==> src/rtl/uart_tx_buffer_pkg.sv <==
// Shared UART definitions used by the transmit buffer and its synchronizer.
//   UART_DW     : byte width on the UART data path
//   txb_state_t : drain state machine states of the transmit buffer
package uart_pkg;

    localparam int unsigned UART_DW = 8;

    typedef enum logic [1:0] {
        TXB_IDLE,
        TXB_REQ,
        TXB_WAIT
    } txb_state_t;

endpackage

==> src/rtl/uart_tx_buffer_if.sv <==
// Bus bundle between the CPU write path / UART transmitter and uart_tx_buffer.
//   master : CPU + transmitter side (drives wr_en, wr_data, clr_overflow, uart_free)
//   slave  : buffer side (drives send, tx_data, full, empty, count, overflow, busy)
interface uart_tx_buffer_if
    import uart_pkg::*;
#(
    parameter int unsigned AW = 3
);
    logic               wr_en;
    logic [UART_DW-1:0] wr_data;
    logic               clr_overflow;
    logic               uart_free;
    logic               send;
    logic [UART_DW-1:0] tx_data;
    logic               full;
    logic               empty;
    logic [AW:0]        count;
    logic               overflow;
    logic               busy;

    modport master (
        output wr_en, wr_data, clr_overflow, uart_free,
        input  send, tx_data, full, empty, count, overflow, busy
    );

    modport slave (
        input  wr_en, wr_data, clr_overflow, uart_free,
        output send, tx_data, full, empty, count, overflow, busy
    );

endinterface

==> src/rtl/uart_tx_buffer_sync_2ff.sv <==
// One-bit two-flop synchronizer, asynchronous active-high reset to 0.
//   clk : destination clock
//   rst : asynchronous active-high reset
//   i_d : asynchronous input
//   o_q : synchronized output
module sync_2ff (
    input  logic clk,
    input  logic rst,
    input  logic i_d,
    output logic o_q
);
    logic r_meta;
    logic r_sync;

    always_ff @(posedge clk or posedge rst) begin
        if (rst) begin
            r_meta <= 1'b0;
            r_sync <= 1'b0;
        end else begin
            r_meta <= i_d;
            r_sync <= r_meta;
        end
    end

    assign o_q = r_sync;

endmodule

==> src/rtl/uart_tx_buffer.sv <==
// Byte FIFO between the CPU UART write path and the baud-clock transmitter.
// CPU stores are queued without stalling; a drain FSM presents one byte on
// tx_data/send, holds it until the transmitter goes busy, then waits for it
// to return idle before launching the next byte.
//   clk_50m : system clock
//   reset   : asynchronous active-high reset
//   bus     : slave side of uart_tx_buffer_if (write strobe/data, overflow
//             clear, uart_free in; send, tx_data, full, empty, count,
//             overflow, busy out)
module uart_tx_buffer
    import uart_pkg::*;
#(
    parameter int unsigned DEPTH = 8,
    parameter int unsigned AW    = 3
) (
    input  logic             clk_50m,
    input  logic             reset,
    uart_tx_buffer_if.slave  bus
);
    logic [UART_DW-1:0] r_mem [DEPTH];
    logic [AW-1:0]      r_wp;
    logic [AW-1:0]      r_rp;
    logic [AW:0]        r_count;
    logic               r_overflow;
    logic [UART_DW-1:0] r_tx_data;
    txb_state_t         r_state;
    txb_state_t         w_state_nxt;

    logic w_free_s;
    logic w_full;
    logic w_empty;
    logic w_pop;
    logic w_push;
    logic w_drop;

    sync_2ff u_sync_free (
        .clk (clk_50m),
        .rst (reset),
        .i_d (bus.uart_free),
        .o_q (w_free_s)
    );

    assign w_full  = (r_count == (AW+1)'(DEPTH));
    assign w_empty = (r_count == '0);

    // A pop in the same cycle frees a slot, so a write while full still lands.
    assign w_push = bus.wr_en && (!w_full || w_pop);
    assign w_drop = bus.wr_en && !w_push;

    always_comb begin
        w_state_nxt = r_state;
        w_pop       = 1'b0;
        case (r_state)
            TXB_IDLE: begin
                if (!w_empty && w_free_s) begin
                    w_pop       = 1'b1;
                    w_state_nxt = TXB_REQ;
                end
            end
            TXB_REQ: begin
                if (!w_free_s) w_state_nxt = TXB_WAIT;
            end
            TXB_WAIT: begin
                if (w_free_s) w_state_nxt = TXB_IDLE;
            end
            default: w_state_nxt = TXB_IDLE;
        endcase
    end

    always_ff @(posedge clk_50m or posedge reset) begin
        if (reset) r_state <= TXB_IDLE;
        else       r_state <= w_state_nxt;
    end

    // Storage carries no reset; reset discards the queue through the pointers.
    always_ff @(posedge clk_50m) begin
        if (w_push) r_mem[r_wp] <= bus.wr_data;
    end

    always_ff @(posedge clk_50m or posedge reset) begin
        if (reset) begin
            r_wp       <= '0;
            r_rp       <= '0;
            r_count    <= '0;
            r_overflow <= 1'b0;
            r_tx_data  <= '0;
        end else begin
            if (w_push) r_wp <= r_wp + AW'(1);
            if (w_pop) begin
                r_rp      <= r_rp + AW'(1);
                r_tx_data <= r_mem[r_rp];
            end
            case ({w_push, w_pop})
                2'b10:   r_count <= r_count + (AW+1)'(1);
                2'b01:   r_count <= r_count - (AW+1)'(1);
                default: r_count <= r_count;
            endcase
            // Set has priority over clear.
            if (w_drop)                r_overflow <= 1'b1;
            else if (bus.clr_overflow) r_overflow <= 1'b0;
        end
    end

    assign bus.send     = (r_state == TXB_REQ);
    assign bus.tx_data  = r_tx_data;
    assign bus.full     = w_full;
    assign bus.empty    = w_empty;
    assign bus.count    = r_count;
    assign bus.overflow = r_overflow;
    assign bus.busy     = (r_state != TXB_IDLE);

endmodule

==> src/flat_wrapper.sv <==
// flat-port wrapper written by rule: the top's interface ports become plain ports
module uart_tx_buffer_flat import uart_pkg::*;
#(
    parameter int unsigned DEPTH = 8,
    parameter int unsigned AW    = 3
)
  (clk_50m, reset, bus_wr_en, bus_wr_data, bus_clr_overflow, bus_uart_free, bus_send, bus_tx_data, bus_full, bus_empty, bus_count, bus_overflow, bus_busy);
  uart_tx_buffer_if #(.AW(AW)) bus_i ();
  input  logic clk_50m;
  input  logic reset;
  input wire logic [$bits(bus_i.wr_en)-1:0] bus_wr_en;
  input wire logic [$bits(bus_i.wr_data)-1:0] bus_wr_data;
  input wire logic [$bits(bus_i.clr_overflow)-1:0] bus_clr_overflow;
  input wire logic [$bits(bus_i.uart_free)-1:0] bus_uart_free;
  output wire logic [$bits(bus_i.send)-1:0] bus_send;
  output wire logic [$bits(bus_i.tx_data)-1:0] bus_tx_data;
  output wire logic [$bits(bus_i.full)-1:0] bus_full;
  output wire logic [$bits(bus_i.empty)-1:0] bus_empty;
  output wire logic [$bits(bus_i.count)-1:0] bus_count;
  output wire logic [$bits(bus_i.overflow)-1:0] bus_overflow;
  output wire logic [$bits(bus_i.busy)-1:0] bus_busy;
  assign bus_i.wr_en = bus_wr_en;
  assign bus_i.wr_data = bus_wr_data;
  assign bus_i.clr_overflow = bus_clr_overflow;
  assign bus_i.uart_free = bus_uart_free;
  assign bus_send = bus_i.send;
  assign bus_tx_data = bus_i.tx_data;
  assign bus_full = bus_i.full;
  assign bus_empty = bus_i.empty;
  assign bus_count = bus_i.count;
  assign bus_overflow = bus_i.overflow;
  assign bus_busy = bus_i.busy;
  uart_tx_buffer #(.DEPTH(DEPTH), .AW(AW)) u_core (.clk_50m(clk_50m), .reset(reset), .bus(bus_i));
endmodule
==> config.mk <==
export PLATFORM = sky130hd
export DESIGN_NAME = uart_tx_buffer_flat
export DESIGN_NICKNAME = d
export VERILOG_FILES = /design/src/rtl/uart_tx_buffer_pkg.sv /design/src/rtl/uart_tx_buffer_if.sv /design/src/rtl/uart_tx_buffer_sync_2ff.sv /design/src/rtl/uart_tx_buffer.sv /design/src/flat_wrapper.sv
export SDC_FILE = /design/constraint.sdc
export NUM_CORES = 1
export LEC_CHECK = 0
export CORE_MARGIN = 8
export CORE_UTILIZATION = 35
export DETAILED_ROUTE_END_ITERATION = 10
export GPL_TIMING_DRIVEN = 0
export SLEW_MARGIN = 20
export SYNTH_ARGS = -nofsm -noshare
export SYNTH_HDL_FRONTEND = slang
export SYNTH_SLANG_ARGS = --single-unit
==> constraint.sdc <==
create_clock -name clk_50m -period 2.5 [get_ports clk_50m]
set_clock_uncertainty 0.2 [all_clocks]
set_input_delay 0.5 -clock clk_50m [delete_from_list [all_inputs] [get_ports clk_50m]]
set_output_delay 0.5 -clock clk_50m [all_outputs]
set_load 0.02 [all_outputs]
; Yosys cells after proc, flatten, opt, wreduce, memory -nomap -nowiden
; Memory sizes are Yosys's and may differ from the RTL's. A register that Yosys moved wholly into a read port is not among the register bits.
; Index checks and enable logic that the tools add are counted.
[classes]
addsub = 4
eq_ne = 8
n_mux = 11
n_reduce_logical = 13
[ops]
columns = cell, count
row1 = 4-bit one-hot mux with 2 select lines, 1
row2 = 3-bit by 1-bit adder with 3-bit output (second input constant), 2
row3 = 1-bit two-way mux, 6
row4 = 2-bit two-way mux, 3
row5 = 2-bit one-hot mux with 3 select lines, 1
row6 = 2-bit nonzero test, 3
row7 = 4-bit by 1-bit adder with 4-bit output (second input constant), 1
row8 = 2-bit by 1-bit == test with 1-bit output (second input constant), 2
row9 = 2-bit == test (second input constant), 2
row10 = 4-bit == test (second input constant), 1
row11 = 4-bit zero test, 1
row12 = 2-bit != test (second input constant), 2
row13 = 4-bit by 1-bit subtractor with 4-bit output (second input constant), 1
row14 = 1-bit logical AND, 3
row15 = 1-bit zero test, 3
row16 = 3-bit AND reduction, 1
row17 = 2-bit zero test, 1
row18 = 2-bit by 1-bit != test with 1-bit output (second input constant), 1
row19 = 1-bit logical OR, 1
[word_totals]
ff_bits = 15
ram_bits = 64
in_bits = 13
output_inout_bits = 17
n_memories = 1
[memory_table]
columns = memory, depth, word_bits, rd, rd_clocked_by_memory_dff, write_ports, line_no
row1 = u_core.r_mem, 8, 8, 1, 1, 1, uart_tx_buffer.sv:20  ; logic [UART_DW-1:0] r_mem [DEPTH];

; Longest topological paths before layout
[logic_depth]
ltp_word = 10
depth_mapped = 10

; Cells and area by module
; Synthesis repeated with hierarchy kept, for this count alone.
[hier_totals]
cells_unflattened = 204
hier_area_um2 = 3537.1
[modules_own_cells]
columns = module, n_inst, cells_each, area_per_inst_um2
row1 = uart_tx_buffer, 1, 201, 3483.3
row2 = sync_2ff, 1, 3, 53.8

; Least setup slack after synthesis
; No wires, ideal clock.
[synth_path]
path_type = flip-flop to flip-flop
start = register u_core.r_count[0], in the netlist u_core.bus.count[0]
end = register u_core.r_count[3], in the netlist u_core.bus.count[3]
arrival_ns = 2.686
path_slack_ns = -0.512
path_stages_with_launch = 11
period_less_slack_ns = 3.012
path_cell_list = dfrtp_1 nor4_2 or2_1 buf_6 inv_2 ha_1 ha_1 a21o_1 a2111oi_0 nand4b_1 nand3_1
[synth_via]
elab_chain_cells = 9
[synth_lines]
columns = element, line_no
row1 = start: declaration, uart_tx_buffer.sv:23  ; logic [AW:0] r_count;
row2 = start signal: assignment, uart_tx_buffer.sv:94  ; 2'b10: r_count <= r_count + (AW+1)'(1);
row3 = start signal: assignment, uart_tx_buffer.sv:95  ; 2'b01: r_count <= r_count - (AW+1)'(1);
row4 = start signal: assignment, uart_tx_buffer.sv:96  ; default: r_count <= r_count;
row5 = 4-bit zero test (*), uart_tx_buffer.sv:44  ; assign w_empty = (r_count == '0);
row6 = named net bus_empty, flat_wrapper.sv:18  ; output wire logic [$bits(bus_i.empty)-1:0] bus_empty;
row7 = 1-bit zero test (*), uart_tx_buffer.sv:55  ; if (!w_empty && w_free_s) begin
row8 = 1-bit logical AND (*), uart_tx_buffer.sv:55
row9 = 1-bit two-way mux (*), uart_tx_buffer.sv:55
row10 = 1-bit two-way mux (*), uart_tx_buffer.sv:53  ; case (r_state)
row11 = named net u_core.w_pop, uart_tx_buffer.sv:32  ; logic w_pop;
row12 = 1-bit logical OR, uart_tx_buffer.sv:47  ; assign w_push = bus.wr_en && (!w_full || w_pop);
row13 = 1-bit logical AND, uart_tx_buffer.sv:47
row14 = 2-bit by 1-bit == test with 1-bit output or 2-bit == test (tied branches), uart_tx_buffer.sv:93  ; case ({w_push, w_pop})
row15 = 4-bit one-hot mux with 2 select lines or 2-bit nonzero test (tied branches), -
; The timed path passes the listed nets; every way through them passes the cells marked *.
; A chain may end at the register's enable or synchronous reset.

; Worst setup path in the final report
[layout_path]
start = register u_core.r_state[1]
end = register u_core.r_count[3], in the netlist u_core.bus.count[3]
[layout_via]
elab_chain_cells = 6
[layout_lines]
columns = element, line_no
row1 = start: declaration, uart_tx_buffer.sv:26  ; txb_state_t r_state;
row2 = start signal: assignment, uart_tx_buffer.sv:72  ; else r_state <= w_state_nxt;
row3 = 2-bit zero test (*), uart_tx_buffer.sv:53
row4 = 1-bit two-way mux (*), uart_tx_buffer.sv:53
row5 = named net u_core.w_pop, uart_tx_buffer.sv:32
row6 = 1-bit logical OR, uart_tx_buffer.sv:47
row7 = 1-bit logical AND, uart_tx_buffer.sv:47
row8 = 2-bit by 1-bit == test with 1-bit output or 2-bit == test (tied branches), uart_tx_buffer.sv:93
row9 = 4-bit one-hot mux with 2 select lines or 2-bit nonzero test (tied branches), -
; Marks and branches as above.

==> impl_metrics.ini <==
[timing]
max_slew_margin = 0.380
fmaxAchievable_mhz = 395
min_period_ns = 2.53
setup_ws_ns = -0.0320
period_share = 1.01
rsz0062_at_grt = yes
final_hold_viol_count = 0
setup-tns-final_ns = -0.0320
tightest_slew_ns = 0.924
setup_viol = 1
drv_slew = 0

[logic_synthesis]
synth_xor_area_frac = 0.0195
synthCells = 201
yosys.area_share.simple = 0.0742
syn-cell-area_um2 = 3520
syn_avg_cell_area_um2 = 17.5
synthMuxAreaShare = 0.131
synth_top_area_share = 0.545
synthesis.nets = 220
ys_seq_area_frac = 0.709
yosysTopAreaCell = edfxtp_1
ys_warn_count = 0
synthAdderAreaFrac = 0.0234
synthTopCellsByArea = edfxtp_1, dfrtp_1, mux4_2, mux2i_1, nand2_1
synthDistinctLibCells = 40
synth_seq_cells = 87
synth_top_family_by_area = multiplexers
synth_compound_area_frac = 0.0202

[critical_path]
startpoint = u_core.r_state[1]
cp-endpoint = u_core.bus.count[3]
reg2reg_from = u_core.r_state[1]
cp.arrival_ns = 2.57
timing.rr.end = u_core.bus.count[3]
worst_setup_path_start_kind = flop
endpoint_kind = flop
worst-r2r-setup-slack_ns = -0.03
critical_path_class = reg2reg
worstPathRequired_ns = 2.54
ff2ff_path_depth = 9
cp_max_fo = 4

[place]
gp_congestion = 0.733
placed_area_um2 = 4040
hpwlAfterDp_um = 4340
portBuffers = 29

[layout]
drive_gt1_frac = 0.267
multiInputGateArea_um2 = 1020
seq_area_um2 = 2500
fin_area_um2 = 4320
areaGrowthSynthToFinish_pct = 22.5
fin_util = 0.442
nFillCells = 876
nNetsFinal = 266
antennaDiodeCount = 0

[floorplan]
core_um2 = 9770
row_count = 36
ios = 30
dieArea_um2 = 13500
die_width_um = 116
die_h_um = 116
initial_utilization = 0.361

[routing]
drtIter0Drc = 75
finalWirelength_um = 6710
wl_per_cell_um = 17.5
viasPerCell = 4.79
dr.pass1.iters = 4
drc = 0
routed-via-count = 1839
ant_nets = 0

[clocking]
clkLatencyLatePin_ns = 0.35
clkSlewWorstSetupHoldPaths_ns = 0.09
cts_buffers = 9
htree_levels = 3
clockRootBuffer = clkbuf_8
cts_num_sinks = 87
cts_buffer_depth = 2
cts_tree = done

[pwr]
power.total_mw = 4.94
power_density_nw_per_um2 = 1140
leakagePower_nw = 1.53
max-vdd-ir-drop_uv = 454

[global_routing]
grt_use_total = 0.105
antenna_found_initial = 0
grt_pass1_wl_um = 10300
gr-total-overflow = 0
grt_max_degree = 24
grt_pass1_vias = 1834

[status]
status = finished, violations left
violations = negative setup slack

[worst_hold_path]
min_path_cells = 0
worst_hold_startpoint = u_core.u_sync_free.r_meta
hp-class = reg2reg

[run]
maxCapViolCount = 0
[worst min-delay path by stage]
stage / to / slack, ns
2_1_floorplan: u_core.u_sync_free.o_q / 0.13
3_3_place_gp: u_core.u_sync_free.o_q / 0.13
3_5_place_dp: u_core.u_sync_free.o_q / 0.14
4_1_cts: u_core.u_sync_free.o_q / 0.16
5_1_grt: u_core.u_sync_free.o_q / 0.17
6_report: u_core.u_sync_free.o_q / 0.16
[cells in the final DEF, fill, tap and decap left out, types with 2 or more instances in the layout]
cell type	count
inv_1	4
xnor2_1	5
buf_4	8
nand2_1	17
ha_4	2
clkinv_4	2
clkdlybuf4s50_1	27
dlygate4sd2_1	2
nand2_2	2
nor2_2	4
mux2i_1	9
nand3_1	5
edfxtp_1	64
bufinv_16	2
dfrtp_2	4
nor2_1	4
o21ai_0	9
mux4_2	16
clkbuf_8	9
ha_1	3
buf_6	2
dfrtp_1	19
[per-layer routing]
metal | vias to the layer above | part of all wire | routed length (µm) | GRT usage
li1 | 854 | - | - | -
met1 | 935 | 0.45 | 3050 | 0.134
met2 | 40 | 0.48 | 3240 | 0.166
met3 | 10 | 0.048 | 321 | 0.0248
met4 | 0 | 0.015 | 99 | 0.0475
met5 | - | 0 | 0 | 0
[cells in the mapped netlist (all sizes together)]
| master | count |
|---|---|
| nor2 | 8 |
| nor3b | 1 |
| edfxtp | 64 |
| inv | 6 |
| mux2i | 9 |
| mux2 | 1 |
| nand3b | 1 |
| nand2b | 1 |
| xnor2 | 6 |
| xor2 | 1 |
| ha | 5 |
| fa | 1 |
| a21oi | 1 |
| nor4 | 1 |
| nor2b | 1 |
| or2 | 2 |
| and2b | 1 |
| nand2 | 19 |
| o21ai | 10 |
| or4 | 1 |
| a21o | 1 |
| mux4 | 16 |
| nand3 | 5 |
| a2111oi | 1 |
| nand4b | 1 |
| nor4b | 1 |
| dfrtp | 23 |
| or3b | 2 |
| nor3 | 3 |
| buf | 6 |
| clkbuf | 2 |
[worst max-delay path: stages, from the launching register on]
cell	delay [ns]
dfrtp_1	0.40
or3b_4	0.43
or2_4	0.26
inv_4	0.07
ha_4	0.15
ha_4	0.19
a21o_1	0.18
a2111oi_2	0.33
nand4b_1	0.15
nand3_1	0.06
[stage by stage]
| step | setup slack [ns] | hold slack [ns] | instances |
|---|---|---|---|
| after detailed placement | -0.521 | 0.136 | 363 |
| after global routing | -0.163 | 0.171 | 384 |
| final | -0.0320 | 0.156 | 384 |
| after CTS | -0.109 | 0.156 | 381 |
| after floorplan | -0.120 | 0.131 | 201 |
| after global placement | -0.486 | 0.135 | 363 |
[layout make-up]
class,instances,share of cell area
multi-input combinational,100,0.236
inverter,6,0.00579
timing repair buffer,36,0.0788
buffer,7,0.0110
clock inverter,6,0.0217
clock buffer,9,0.0287
sequential,87,0.579
tap,133,0.0385
[sequential cells by signal, summed over array words and instances (netlist names)]
| register | flops |
|---|---|
| u_core.u_sync_free.o_q | 1 |
| u_core.u_sync_free.r_meta | 1 |
| u_core.r_wp | 3 |
| u_core.r_rp | 3 |
| u_core.r_mem | 64 |
| u_core.bus.overflow | 1 |
| u_core.bus.tx_data | 8 |
| u_core.bus.count | 4 |
| u_core.r_state | 2 |
[what timing repair did]
action | CTS | global route
pin swaps | 0 | 5
hold endpoints to repair | 0 | 0
endpoints found under the setup margin | 20 | 18
gates cloned | 0 | 0
buffers inserted | 3 | 4
gates resized for setup | 6 | 4
hold buffers | 0 | 0
[logic make-up (layout without fill, tap and decap cells)]
family                     Yosys count  count (layout)
buffers and inverters               14              64
AOI/OAI and AO/OA                   13              13
adders and majority gates            6               6
muxes                               26              26
and+or+nand+nor                     48              48
xor gates and xnor gates             7               7
DFF                                 87              87
[power by group]
group | total, mW | internal, mW | switching (mW)
combinational | 1.80 | 0.872 | 0.927
sequential | 2.08 | 1.88 | 0.192
clock | 1.07 | 0.564 | 0.504
total | 4.94 | 3.32 | 1.62
(Power assumes the default switching activity.)
